===== src/rtl/cci_mpf_csrs_pkg.sv =====
// Shared CSR definitions for the MPF VTP statistics block.
// Event index enum doubles as the read-select encoding.
package cci_mpf_csrs_pkg;

  localparam int CCI_MPF_VTP_N_EVENTS = 6;

  typedef enum logic [2:0] {
    VTP_EV_4KB_HIT_C0 = 3'd0,
    VTP_EV_4KB_HIT_C1 = 3'd1,
    VTP_EV_4KB_MISS   = 3'd2,
    VTP_EV_2MB_HIT_C0 = 3'd3,
    VTP_EV_2MB_HIT_C1 = 3'd4,
    VTP_EV_2MB_MISS   = 3'd5,
    VTP_EV_OVF_FLAGS  = 3'd6
  } t_cci_mpf_vtp_event_idx;

  typedef enum logic {
    RD_IDLE = 1'b0,
    RD_RESP = 1'b1
  } t_vtp_rd_state;

endpackage


===== src/rtl/cci_mpf_event_counter.sv =====
// One registered-input event counter with sticky overflow flag.
// CCI_MPF_VTP_EVENT_SATURATE_EN selects saturate instead of wrap.
module cci_mpf_event_counter #(
  parameter int WIDTH = 48
) (
  input  logic             clk,
  input  logic             reset_n,
  input  logic             ev,
  input  logic             clr,
  output logic [WIDTH-1:0] value,
  output logic             ovf
);

  logic             r_ev;
  logic [WIDTH-1:0] r_value;
  logic             r_ovf;
  logic             w_full;

  assign w_full = &r_value;
  assign value  = r_value;
  assign ovf    = r_ovf;

  // Register the event, then accumulate it one edge later.
  always_ff @(posedge clk or negedge reset_n) begin
    if (!reset_n) begin
      r_ev    <= 1'b0;
      r_value <= '0;
      r_ovf   <= 1'b0;
    end else if (clr) begin
      r_ev    <= 1'b0;
      r_value <= '0;
      r_ovf   <= 1'b0;
    end else begin
      r_ev <= ev;
      if (r_ev) begin
        if (w_full) begin
          r_ovf <= 1'b1;
`ifdef CCI_MPF_VTP_EVENT_SATURATE_EN
          r_value <= r_value;
`else
          r_value <= '0;
`endif
        end else begin
          r_value <= r_value + 1'b1;
        end
      end
    end
  end

endmodule


===== src/rtl/cci_mpf_vtp_event_counters.sv =====
// VTP event counters with snapshot shadow bank and 1-cycle read port.
// Optional macro CCI_MPF_VTP_EVENT_SATURATE_EN makes counters saturate.
module cci_mpf_vtp_event_counters
  import cci_mpf_csrs_pkg::*;
#(
  parameter int CTR_WIDTH = 48,
  parameter int N_EVENTS  = 6
) (
  input  logic        clk,
  input  logic        reset_n,
  input  logic        ev_4kb_hit_c0,
  input  logic        ev_4kb_hit_c1,
  input  logic        ev_4kb_miss,
  input  logic        ev_2mb_hit_c0,
  input  logic        ev_2mb_hit_c1,
  input  logic        ev_2mb_miss,
  input  logic        clr,
  input  logic        snap,
  input  logic        rd_req,
  input  logic [2:0]  rd_idx,
  output logic        rd_rsp_valid,
  output logic [63:0] rd_rsp_data
);

  localparam int N = CCI_MPF_VTP_N_EVENTS;

  if (N_EVENTS != CCI_MPF_VTP_N_EVENTS) begin : g_bad_n
    $error("N_EVENTS must equal CCI_MPF_VTP_N_EVENTS");
  end
  if (CTR_WIDTH < 8 || CTR_WIDTH > 64) begin : g_bad_w
    $error("CTR_WIDTH must be within 8..64");
  end

  logic [N-1:0]         w_ev;
  logic [CTR_WIDTH-1:0] w_value [N];
  logic [N-1:0]         w_ovf;
  logic [CTR_WIDTH-1:0] r_shadow [N];
  logic [N-1:0]         r_ovf_shadow;
  logic [63:0]          w_rd_data;
  t_vtp_rd_state        r_state;
  logic [63:0]          r_rd_data;

  assign w_ev = {ev_2mb_miss, ev_2mb_hit_c1,
                 ev_2mb_hit_c0, ev_4kb_miss,
                 ev_4kb_hit_c1, ev_4kb_hit_c0};

  for (genvar g = 0; g < N; g++) begin : g_ctr
    cci_mpf_event_counter #(
      .WIDTH (CTR_WIDTH)
    ) u_ctr (
      .clk     (clk),
      .reset_n (reset_n),
      .ev      (w_ev[g]),
      .clr     (clr),
      .value   (w_value[g]),
      .ovf     (w_ovf[g])
    );
  end

  // Shadow bank captures pre-edge live state, so clr+snap keeps old counts.
  always_ff @(posedge clk or negedge reset_n) begin
    if (!reset_n) begin
      for (int i = 0; i < N; i++) r_shadow[i] <= '0;
      r_ovf_shadow <= '0;
    end else if (snap) begin
      for (int i = 0; i < N; i++) r_shadow[i] <= w_value[i];
      r_ovf_shadow <= w_ovf;
    end
  end

  // Select a shadow word; index 7 reads as zero.
  always_comb begin
    w_rd_data = '0;
    for (int i = 0; i < N; i++) begin
      if (rd_idx == 3'(i)) w_rd_data = 64'(r_shadow[i]);
    end
    if (rd_idx == VTP_EV_OVF_FLAGS) w_rd_data = 64'(r_ovf_shadow);
  end

  // Read FSM: response one cycle after each request, data held otherwise.
  always_ff @(posedge clk or negedge reset_n) begin
    if (!reset_n) begin
      r_state   <= RD_IDLE;
      r_rd_data <= '0;
    end else begin
      unique case (r_state)
        RD_IDLE: if (rd_req) r_state <= RD_RESP;
        RD_RESP: if (!rd_req) r_state <= RD_IDLE;
        default: r_state <= RD_IDLE;
      endcase
      if (rd_req) r_rd_data <= w_rd_data;
    end
  end

  assign rd_rsp_valid = (r_state == RD_RESP);
  assign rd_rsp_data  = r_rd_data;

endmodule


===== config.mk =====
export PLATFORM = sky130hd
export DESIGN_NAME = cci_mpf_vtp_event_counters
export DESIGN_NICKNAME = d
export VERILOG_FILES = /design/src/rtl/cci_mpf_csrs_pkg.sv /design/src/rtl/cci_mpf_event_counter.sv /design/src/rtl/cci_mpf_vtp_event_counters.sv
export SDC_FILE = /design/constraint.sdc
export NUM_CORES = 1
export LEC_CHECK = 0
export CAP_MARGIN = 20
export CORE_UTILIZATION = 32
export CTS_BUF_LIST = sky130_fd_sc_hd__clkbuf_8
export DETAILED_ROUTE_END_ITERATION = 8
export PLACE_DENSITY = 0.58
export SLEW_MARGIN = 20
export SYNTH_ARGS = -nofsm -noshare
export SYNTH_HDL_FRONTEND = slang
export SYNTH_SLANG_ARGS = --single-unit

===== constraint.sdc =====
create_clock -name clk -period 4.5 [get_ports clk]
set_input_delay 0.675 -clock clk [delete_from_list [all_inputs] [get_ports clk]]
set_output_delay 0.675 -clock clk [all_outputs]
set_load 0.1 [all_outputs]

==> impl_metrics.ini <==
[timing]
fin_worst_skew_ps = 41.9
tns_ps = 0
final.min_clock_period_ps = 3160
tightest_slew_ps = 1050
rsz0062_at_grt = no
slew_violations = 0
fin_crit_sh = 0.702
fin_ws_ps = 1340
setup_viol = 0
slew_headroom = 0.299
hold_viol_final = 0
max_freq_ghz = 0.317
hold_slack_ps = 11.2

[place]
port-buffer-count = 62
place_ws_ps = 1180
placed_cell_area_um2 = 32700
hpwl_mm = 67.1
place.gp.congestion = 0.889
dp.cells = 4030

[synthesis]
synthTopCellsByArea = dfrtp_1, mux2_2, nor2_1, xnor2_1, xor2_1
synth_seq_cells = 643
synth_area_um2 = 30600
synthFlopType = dfrtp_1
synth_area_leader_cell = dfrtp_1
synth_warnings = 0
synth_top_area_frac = 0.525
synth.distinct_cells = 64
synth-seq-area-share = 0.525
synth_edf_count = 0
synth_cells = 2814
async_reset_ff_frac = 1.00
avgSynthCellArea_um2 = 10.9

[setup_path]
required_ps = 3830
cp.arrival_ps = 2480
cp_top_family = buffers and inverters
start_kind = flop
slowest_delay_ps = 1200
criticalPathCategory = reg2out
crit_slowest_cell = clkdlybuf4s50_1
cp_max_fo = 2
end_kind = output port
cp.buffers_inverters = 1
crit_chain = clkdlybuf4s50_1

[grt]
grt_overflow_total = 0
grt_max_degree = 109
grt_use_total = 0.194
grt_pass1_vias = 21500
antenna_found_initial = 8
grt_pass1_wl_mm = 144

[cts]
cts-resized-gates = 0
cts.sinks = 643
cts_tree = yes
hold_buffers = 0
cts_setup_buffers = 0
cts_inserted_buffers = 107
insertion_delay_ps = 740
htree_levels = 3
clk_path_buf_depth = 3
root_buffer = clkbuf_8
clk_pin_slew_ps = 60

[floorplan]
core-area_um2 = 94900
die_w_um = 311
initial_core_util = 0.323
die_h_um = 311
io_pins = 79
core.rowCount = 113
dieArea_um2 = 96900

[cells_and_area]
stdcell_count = 4222
multi_input_area_um2 = 13700
syn2layout_area_growth_pct = 14.0
drive_gt1_frac = 0.204
ff_latch_area_um2 = 16100
finalNetCount = 2894
utilization = 0.368
fin_area_um2 = 34900
fillCellCount = 9339

[route]
vias = 22900
drcViolationCount = 0
wl_mm = 94.7
final_antenna_net_count = 0
viasPerCell = 5.43
drt-initial-drc-count = 2381
routedWlPerCell_um = 22.4
drt_pass1_iterations = 8

[pwr]
cellLeakagePower_nw = 15.2
power_density_nw_per_um2 = 349
p_total_mw = 12.2
vdd_drop_max_mv = 0.217

[outcome]
status = completed

[job]
maxCapViolCount = 0

[min_path]
hold_class = in2async
## cell type report
type,instances,area share
diodes,1,0.0000717
clock buffers,141,0.0556
clock inverters,50,0.00756
inverters,56,0.00602
multi-input cells,1946,0.392
flip-flops and latches,643,0.461
well taps,1265,0.0453
repair buffers,120,0.0329
## sequential cells by signal, summed over array words and instances, names as in the netlist
register,count
rd_rsp_data,48
r_ovf_shadow,6
g_ctr.u_ctr.r_ev,6
g_ctr.u_ctr.ovf,6
r_shadow,288
g_ctr.u_ctr.value,288
rd_rsp_valid,1
## report_power, final
group / internal, mW / total (mW) / switching (mW)
clock network: 2.85 / 5.34 / 2.49
logic: 0.210 / 0.944 / 0.734
registers: 5.83 / 5.90 / 0.0619
total: 8.89 / 12.2 / 3.28
## path summary, 6_finish.rpt
check                      cells past startpoint  slack, ps               startpoint                  endpoint
setup / recovery                               1       1340          rd_rsp_data[19]           rd_rsp_data[19]
hold / removal                                 1         10                  reset_n              r_shadow[62]
setup reg to reg                               6       1430  g_ctr[2].u_ctr.value[4]  g_ctr[2].u_ctr.value[20]
hold reg to reg                                1        500       g_ctr[2].u_ctr.ovf        g_ctr[2].u_ctr.ovf
max in group asynchronous                      2       3350                  reset_n              r_shadow[87]
min in group clk                               2        400                      clr   g_ctr[5].u_ctr.value[1]
## layer usage
layer | share of wire | global-route usage
met5 | 0.00014 | 0
met4 | 0.023 | 0.0494
met3 | 0.067 | 0.0359
met2 | 0.44 | 0.283
met1 | 0.47 | 0.292
## cell families (layout without fill, tap and decap cells)
| family | Yosys count | after routing | synth area share |
|---|---|---|---|
| other cells | 1 | 17 | 0.000122 |
| buf+inv | 240 | 367 | 0.0324 |
| simple gates | 959 | 959 | 0.161 |
| compound gates | 379 | 379 | 0.0807 |
| fa+ha+maj | 6 | 6 | 0.00245 |
| mux | 374 | 374 | 0.137 |
| xor+xnor | 212 | 212 | 0.0606 |
| flops | 643 | 643 | 0.525 |
## Yosys cell counts, types with 7 or more instances
cell        n
dfrtp_1   643
mux2_2    342
nor2_1    302
a21oi_1   141
clkbuf_1  135
nand2_1   121
xnor2_1   120
nand3_1   110
nand4_1   103
xor2_1     92
nor4_1     66
o21ai_0    66
inv_1      55
nor3_1     52
or3_1      38
or4_1      37
and4_1     32
a21o_1     31
mux2i_1    30
a222oi_1   29
and3_1     29
o31ai_1    28
buf_2      24
nor2b_1    18
o221ai_1   17
buf_4      16
a22oi_1    14
a211oi_1   10
and2_1     10
nand3b_1   10
buf_1       9
or2_2       9
nand4b_1    7
## layout by cell type, fill, tap and decap left out, drive strengths merged, types with 65 or more instances in the layout
cell      n
mux2    342
a21oi   142
xnor2   120
clkbuf  141
nand2   121
xor2     92
inv      83
buf      65
nor4     68
nand4   104
nand3   110
nor2    302
o21ai    68
dfrtp   643
Power figures use the tool's default switching activity.
